<file path="src/rtl/keypad_event_queue.sv">
// Debounces button-matrix scanner reports, turns accepted presses into {V,H} key codes
// and queues them for the text/cursor logic. Define KEYPAD_REPEAT_EN for held-key auto-repeat.
module keypad_event_queue #(
    parameter int DEBOUNCE_SCANS  = 3,
    parameter int RELEASE_TIMEOUT = 16,
    parameter int DEPTH           = 8,
    parameter int REPEAT_DELAY    = 30,
    parameter int REPEAT_RATE     = 6
) (
    input  logic                     CLK,
    input  logic                     RST,
    input  logic [1:0]               H,
    input  logic [1:0]               V,
    input  logic                     Y,
    input  logic                     POP,
    output logic [3:0]               KEY,
    output logic                     VALID,
    output logic [$clog2(DEPTH):0]   COUNT,
    output logic                     OVF
);
    localparam int AW = $clog2(DEPTH);
    localparam int CW = AW + 1;
    localparam int SW = $clog2(RELEASE_TIMEOUT + 1);

    if (DEPTH < 2 || DEPTH > 16 || (DEPTH & (DEPTH - 1)) != 0) begin : g_bad_depth
        $error("keypad_event_queue: DEPTH must be a power of two in 2..16");
    end
    if (DEBOUNCE_SCANS < 1 || DEBOUNCE_SCANS > 15) begin : g_bad_debounce
        $error("keypad_event_queue: DEBOUNCE_SCANS must be 1..15");
    end
    if (RELEASE_TIMEOUT <= 11) begin : g_bad_timeout
        $error("keypad_event_queue: RELEASE_TIMEOUT must exceed the 11-cycle scan period");
    end
    if (REPEAT_RATE < 1 || REPEAT_RATE > REPEAT_DELAY) begin : g_bad_repeat
        $error("keypad_event_queue: need 1 <= REPEAT_RATE <= REPEAT_DELAY");
    end

    typedef enum logic [1:0] {S_IDLE, S_DEBOUNCE, S_HELD} state_t;

    state_t          state_q, state_d;
    logic [3:0]      cand_q, cand_d;
    logic [3:0]      mcnt_q, mcnt_d;
    logic [SW-1:0]   sil_q, sil_d;
    logic            push_q, push_d;
    logic [3:0]      push_code_q, push_code_d;
    logic [AW-1:0]   wr_ptr_q, wr_ptr_d, rd_ptr_q, rd_ptr_d;
    logic [CW-1:0]   count_q, count_d;
    logic            ovf_q, ovf_d;
    logic [3:0]      key_hold_q, key_hold_d;
    logic [3:0]      mem_q [DEPTH];

    logic [3:0] code;
    logic       timeout, full, do_pop, do_push, rpt_push;

    assign code    = {V, H};
    assign timeout = !Y && (sil_q == SW'(RELEASE_TIMEOUT));

`ifdef KEYPAD_REPEAT_EN
    localparam int RW = $clog2(REPEAT_DELAY + 1);
    logic [RW-1:0] rpt_q, rpt_d;

    // Counts matching scans while held; anything else (entry, code change, timeout) restarts it.
    always_comb begin
        rpt_d    = '0;
        rpt_push = 1'b0;
        if (state_q == S_HELD) begin
            if (Y && code == cand_q) begin
                if (rpt_q + 1'b1 == RW'(REPEAT_DELAY)) begin
                    rpt_push = 1'b1;
                    rpt_d    = RW'(REPEAT_DELAY - REPEAT_RATE);
                end else begin
                    rpt_d = rpt_q + 1'b1;
                end
            end else if (!Y && !timeout) begin
                rpt_d = rpt_q;
            end
        end
    end

    always_ff @(posedge CLK) begin
        if (RST) rpt_q <= '0;
        else     rpt_q <= rpt_d;
    end
`else
    assign rpt_push = 1'b0;
`endif

    always_comb begin
        state_d     = state_q;
        cand_d      = cand_q;
        mcnt_d      = mcnt_q;
        push_d      = rpt_push;
        push_code_d = cand_q;
        sil_d       = Y ? '0 : ((sil_q == SW'(RELEASE_TIMEOUT)) ? sil_q : sil_q + 1'b1);
        if (Y) cand_d = code;

        case (state_q)
            S_IDLE: begin
                if (Y) begin
                    if (DEBOUNCE_SCANS == 1) begin
                        state_d = S_HELD;
                        push_d  = 1'b1;
                    end else begin
                        state_d = S_DEBOUNCE;
                        mcnt_d  = 4'd1;
                    end
                end
            end
            S_DEBOUNCE: begin
                if (Y) begin
                    if (code == cand_q) begin
                        mcnt_d = mcnt_q + 4'd1;
                        if (mcnt_q + 4'd1 == 4'(DEBOUNCE_SCANS)) begin
                            state_d = S_HELD;
                            push_d  = 1'b1;
                        end
                    end else if (DEBOUNCE_SCANS == 1) begin
                        state_d = S_HELD;
                        push_d  = 1'b1;
                    end else begin
                        mcnt_d = 4'd1;
                    end
                end else if (timeout) begin
                    state_d = S_IDLE;
                end
            end
            S_HELD: begin
                if (Y) begin
                    if (code != cand_q) begin
                        if (DEBOUNCE_SCANS == 1) begin
                            push_d = 1'b1;
                        end else begin
                            state_d = S_DEBOUNCE;
                            mcnt_d  = 4'd1;
                        end
                    end
                end else if (timeout) begin
                    state_d = S_IDLE;
                end
            end
            default: state_d = S_IDLE;
        endcase

        if (push_d) push_code_d = cand_d;
    end

    // A pop frees a slot in the same edge, so a full FIFO still accepts a simultaneous push.
    always_comb begin
        full       = (count_q == CW'(DEPTH));
        do_pop     = POP && (count_q != '0);
        do_push    = push_q && (!full || do_pop);
        wr_ptr_d   = do_push ? wr_ptr_q + 1'b1 : wr_ptr_q;
        rd_ptr_d   = do_pop  ? rd_ptr_q + 1'b1 : rd_ptr_q;
        key_hold_d = do_pop  ? mem_q[rd_ptr_q] : key_hold_q;
        ovf_d      = ovf_q | (push_q && full && !do_pop);
        count_d    = count_q;
        if (do_push && !do_pop)      count_d = count_q + 1'b1;
        else if (do_pop && !do_push) count_d = count_q - 1'b1;
    end

    always_ff @(posedge CLK) begin
        if (RST) begin
            state_q     <= S_IDLE;
            cand_q      <= '0;
            mcnt_q      <= '0;
            sil_q       <= '0;
            push_q      <= 1'b0;
            push_code_q <= '0;
            wr_ptr_q    <= '0;
            rd_ptr_q    <= '0;
            count_q     <= '0;
            ovf_q       <= 1'b0;
            key_hold_q  <= '0;
        end else begin
            state_q     <= state_d;
            cand_q      <= cand_d;
            mcnt_q      <= mcnt_d;
            sil_q       <= sil_d;
            push_q      <= push_d;
            push_code_q <= push_code_d;
            wr_ptr_q    <= wr_ptr_d;
            rd_ptr_q    <= rd_ptr_d;
            count_q     <= count_d;
            ovf_q       <= ovf_d;
            key_hold_q  <= key_hold_d;
        end
    end

    always_ff @(posedge CLK) begin
        if (do_push) mem_q[wr_ptr_q] <= push_code_q;
    end

    // When empty, KEY keeps showing the last entry handed out.
    assign VALID = (count_q != '0);
    assign KEY   = VALID ? mem_q[rd_ptr_q] : key_hold_q;
    assign COUNT = count_q;
    assign OVF   = ovf_q;

endmodule

</file>
<file path="config.mk">
export PLATFORM = sky130hd
export DESIGN_NAME = keypad_event_queue
export DESIGN_NICKNAME = d
export VERILOG_FILES = /design/src/rtl/keypad_event_queue.sv
export SDC_FILE = /design/constraint.sdc
export NUM_CORES = 1
export LEC_CHECK = 0
export BUFFER_PORTS_ARGS = -buffer_cell sky130_fd_sc_hd__buf_2
export CAP_MARGIN = 20
export CORE_UTILIZATION = 55
export DETAILED_ROUTE_END_ITERATION = 7
export PLACE_DENSITY = 0.76
export SLEW_MARGIN = 10
export SYNTH_ARGS = -nofsm -noshare
export SYNTH_HDL_FRONTEND = slang
export SYNTH_SLANG_ARGS = --single-unit
</file>
<file path="constraint.sdc">
create_clock -name CLK -period 4.6 [get_ports CLK]
set_input_delay 0.46 -clock CLK [delete_from_list [all_inputs] [get_ports CLK]]
set_output_delay 0.46 -clock CLK [all_outputs]
set_load 0.02 [all_outputs]
</file>
# Word level (Yosys, flattened, before mapping)
# Memory sizes are Yosys's and may differ from the RTL's. A register that Yosys moved wholly into a read port is not among the register bits.
# Index checks and enable logic that the tools add are counted.
# op_classes
eq_ne	14
n_addsub	6
muxes	27
reduce_logical	19
n_bitwise	1
# op_table
op	n
4-bit two-way mux	10
2-bit two-way mux	7
4-bit case mux with 3 select lines	1
3-bit inequality test (second input constant)	3
4-bit by 1-bit adder with 4-bit output (second input constant)	2
2-bit inequality test (second input constant)	4
1-bit logical AND	7
3-bit by 1-bit adder with 3-bit output (second input constant)	2
1-bit two-way mux	6
3-bit two-way mux	2
2-bit case mux with 3 select lines	1
5-bit by 1-bit adder with 5-bit output (second input constant)	1
5-bit == test (second input constant)	1
5-bit AND reduction	1
4-bit by 2-bit == test with 1-bit output (second input constant)	1
4-bit == test	1
4-bit == test (second input constant)	1
1-bit logical NOT	4
4-bit inequality test	1
4-bit AND reduction	1
4-bit nonzero test	1
4-bit by 1-bit subtractor with 4-bit output (second input constant)	1
3-bit nonzero test	1
2-bit by 1-bit == test with 1-bit output (second input constant)	1
6 further kinds	6
# totals
in_bits	8
elab_cells	79
n_memories	1
out_inout_bits	10
reg_bits	35
ramBits	32
# mem_list
memory	words	word_bits	read_ports	rd_clocked_by_memory_dff	wr	line_no	text
mem_q	8	4	1	1	1	50	logic [3:0] mem_q [DEPTH];

# Depth between registers and ports, before layout
# depth
ltp_word	8
depth_mapped	9
ltp_nobuf	9

# Worst setup path before layout
# Ideal clock, no wire load.
# synth_timing
kind	register to register
from	register count_q[0], in the netlist COUNT[0]
to	register count_q[3], in the netlist COUNT[3]
stages_incl_launch_ff	10
slack_ps	2092
t_arrival_ps	2384
setup_time_ps	123
n_path_buf	0
t_required_ps	4477
period_less_slack_ps	2508
cell_sequence	dfxtp_1 -> or3_4 -> o21a_1 -> ha_1 -> inv_1 -> ha_1 -> a21oi_1 -> a211oi_1 -> a31oi_1 -> mux2_1
# synth_between
elab_chain_len	7
elab_cells_between_ends	15
classes_between	2 x add/sub; 1 x eq/ne; 2 x mux; 10 x reduce/logical
# synth_rtl
item	line_no	text
start, declared	47	logic [CW-1:0] count_q, count_d;
start signal, assigned	183	count_q <= count_d;
4-bit == test / 4-bit nonzero test (equally long branches)	149, 150	
1-bit logical NOT / 1-bit logical AND (equally long branches)	151, 150	
1-bit logical OR (*)	151	do_push = push_q && (!full || do_pop);
1-bit logical AND (*)	151	
via do_push	53	logic timeout, full, do_pop, do_push, rpt_push;
1-bit logical NOT	158	else if (do_pop && !do_push) count_d = count_q - 1'b1;
1-bit logical AND	158	
2-bit nonzero test (no source line)	-	
# The timed path passes the listed nets; every way through them passes the cells marked *. The select of a mux whose other input is x is not followed.
# A chain may end at the register's enable or synchronous reset.

# Worst setup path in the final report
# layout_timing
from	register count_q[0], in the netlist COUNT[0]
to	register count_q[3], in the netlist COUNT[3]
# layout_between
elab_chain_len	7
elab_cells_between_ends	15
classes_between	2 x add/sub; 1 x eq/ne; 2 x mux; 10 x reduce/logical
# layout_rtl
item
parallel branches: the longest is 7 deep, another holds 4-bit by 1-bit subtractor with 4-bit output
# Several ways; the timed one is not identified. The select of a mux whose other input is x is not followed.

==> impl_metrics.json <==
{
  "status": "completed",
  "pin_count": 18,
  "grt_max_degree": 37,
  "drc": 0,
  "via_count": 1911,
  "syn-num-nets": 269,
  "grt_pass1_vias": 1841,
  "cts_tree": "yes",
  "worstSetupPathType": "flip-flop to flip-flop",
  "antenna_found_initial": 0,
  "worstSetupStartpointType": "flip-flop",
  "cts_made_buffers": 9,
  "wl_per_cell_um": 15.4,
  "skew_ns": 0.00906,
  "slew_headroom_pct": 51.0,
  "place_area_um2": 3210,
  "end_kind": "flip-flop",
  "clk_latency_ns": 0.35,
  "num_antenna_cells": 0,
  "drive_gt1_share_pct": 22.2,
  "synth-warning-count": 0,
  "cts_sinks": 70,
  "cts_post_setup_buffers_inserted": 0,
  "drt_iter0_markers": 100,
  "dp_hpwl_um": 3710,
  "wl_um": 5270,
  "cts_hold_buffers": 0,
  "layout_min_cycle_time_ns": 2.83,
  "syn_area_per_cell_um2": 12.4,
  "final_common_cell": "dfxtp_1",
  "period_share_pct": 61.5,
  "drv_slew": 0,
  "dieArea_um2": 5970,
  "p_per_area_nw_per_um2": 501,
  "cpPeakStageDelay_ns": 0.72,
  "cap_viol_max_count": 0,
  "min_path_type": "primary input to flip-flop",
  "crit_buf_inv": 1,
  "cp_max_fo": 20,
  "instances_no_fill": 342,
  "viasPerCell": 5.59,
  "ys_types": 44,
  "antenna_left": 0,
  "final_nets": 283,
  "first_pass_iters": 4,
  "crit_top_cell": "ha_1",
  "rsz0062_at_grt": "false",
  "ys_seq_area_share_pct": 55.2,
  "ys_seq_elements": 70,
  "gp_congestion": 0.784,
  "fmax_mhz": 353,
  "cp_slowest_cell": "or4_4",
  "power_leakage_nw": 1.28,
  "async_flop_share_pct": 0,
  "synthFlopType": "dfxtp_1",
  "grt_overflow": 0,
  "setup-violations-final": 0,
  "top_usage_layer": "met2",
  "final_cell_area_um2": 3450,
  "die_w_um": 77.3,
  "postSynthCellCount": 251,
  "fin_setup_tns_ns": 0,
  "syn_area_um2": 3120,
  "start_util_pct": 57.0,
  "final_cell_mix": "dfxtp_1, edfxtp_1, nor2_1",
  "cts_resized": 0,
  "crit_arrival_ns": 3.06,
  "cts_root_buffer": "clkbuf_8",
  "worst_pin_slew_ns": 0.729,
  "synth-edff-count": 32,
  "io_buffers": 17,
  "clk_pin_slew_ns": 0.08,
  "area_growth_pct": 10.7,
  "fp.dieH_um": 77.3,
  "final_hold_viol_count": 0,
  "met2_usage_pct": 28.8,
  "gr-usage-all-layers_pct": 19.8,
  "cp_cell_sequence": "or4_4, nand2_1, ha_1, inv_1, ha_1, a21oi_1, a211oi_1, a31oi_1, mux2_1",
  "required_ns": 4.83,
  "globalRouteMet1Util_pct": 26.5,
  "dp_cells": 326,
  "post-route-util_pct": 63.1,
  "cts.path.max_buffers": 2,
  "grt_first_pass_wirelength_um": 8740,
  "use_met3_pct": 3.93,
  "crit_family": "simple AND/OR/NAND/NOR gates",
  "core.rowCount": 27,
  "ir_drop_mv": 0.397,
  "coreArea_um2": 5470,
  "holdWs_ns": 0.373,
  "h-tree-depth": 3
}
## synthesized netlist by cell type, types with 2 or more instances
| library cell | instances | area share [%] |
|---|---|---|
| mux2i_1 | 11 | 3.5 |
| mux4_2 | 8 | 5.8 |
| o311ai_1 | 2 | 0.56 |
| xor2_1 | 12 | 3.4 |
| ha_1 | 9 | 3.6 |
| a21oi_2 | 5 | 1.4 |
| a21oi_1 | 13 | 2.1 |
| o21ai_1 | 3 | 0.48 |
| o21ai_0 | 3 | 0.48 |
| nand3_1 | 6 | 0.96 |
| nor3_1 | 7 | 1.1 |
| buf_2 | 3 | 0.48 |
| nor2_2 | 4 | 0.80 |
| a311oi_2 | 4 | 1.9 |
| nor2b_1 | 8 | 1.6 |
| xnor2_1 | 2 | 0.56 |
| inv_1 | 6 | 0.72 |
| and3_1 | 2 | 0.40 |
| buf_6 | 4 | 1.4 |
| nand3_2 | 2 | 0.64 |
| nand2b_1 | 6 | 1.2 |
| nand2_1 | 10 | 1.2 |
| clkbuf_1 | 6 | 0.72 |
| a311oi_1 | 2 | 0.56 |
| nor2_1 | 26 | 3.1 |
| edfxtp_1 | 32 | 31 |
| dfxtp_1 | 38 | 24 |
## kinds of logic (layout without fill, tap and decap cells)
family | Yosys count | in the layout | synth area share (%)
buffers and inverters | 20 | 39 | 3.49
xor gates and xnor gates | 14 | 14 | 3.93
DFF | 70 | 70 | 55.2
adders and majority gates | 10 | 10 | 4.25
muxes | 20 | 20 | 9.67
and+or+nand+nor | 77 | 77 | 13.8
AOI/OAI and AO/OA | 40 | 40 | 9.59
## metrics by stage
| step | total power [mW] | worst slack, ns |
|---|---|---|
| 6_report | 1.73 | 1.77 |
| 5_1_grt | 1.81 | 1.55 |
| 4_1_cts | 1.74 | 1.76 |
| 3_5_place_dp | 1.15 | 1.79 |
| 3_3_place_gp | 1.13 | 1.88 |
| 2_1_floorplan | 1.08 | 2.09 |
## final cells by class
type                       instances  area (µm²)
clock inverter                     7         120
multi-input combinational        161        1290
inverter                           6        22.5
tap                               72        90.1
clock buffer                       9         124
timing repair buffer              17        85.1
sequential                        70        1720
fill                             436        2020
## power breakdown
group          total [mW]  internal (mW)  switching, mW
Combinational       0.395          0.158          0.238
Clock               0.598          0.363          0.235
Sequential          0.735          0.686         0.0492
## sequential cells by signal, summed over array words and instances (netlist names), named ones only
name / count
OVF: 1
sil_q: 5
push_q: 1
state_q: 2
mem_q: 32
key_hold_q: 4
push_code_q: 4
COUNT: 4
cand_q: 4
wr_ptr_q: 3
mcnt_q: 4
rd_ptr_q: 3
## layer usage
metal | up-vias | share of wire (%)
met3 | 14 | 3.7
met2 | 52 | 48
met4 | 0 | 3.4
met5 | - | 0
met1 | 901 | 45
li1 | 944 | -
## worst reg2reg max path, cell delays in order (launching register included)
cell,delay [ns]
dfxtp_1,0.39
or4_4,0.73
nand2_1,0.19
ha_1,0.19
inv_1,0.09
ha_1,0.33
a21oi_1,0.20
a211oi_1,0.10
a31oi_1,0.17
mux2_1,0.33
## path summary, 6_finish.rpt
kind / start / end / slack [ns] / cells past startpoint
worst min-delay path: H[0] / cand_q[0] / 0.37 / 3
worst max-delay path: COUNT[0] / COUNT[3] / 1.77 / 9
worst min register to register: OVF / OVF / 0.48 / 2
worst max register to register: COUNT[0] / COUNT[3] / 1.77 / 9
No activity file was read; power rests on OpenSTA's default activity.
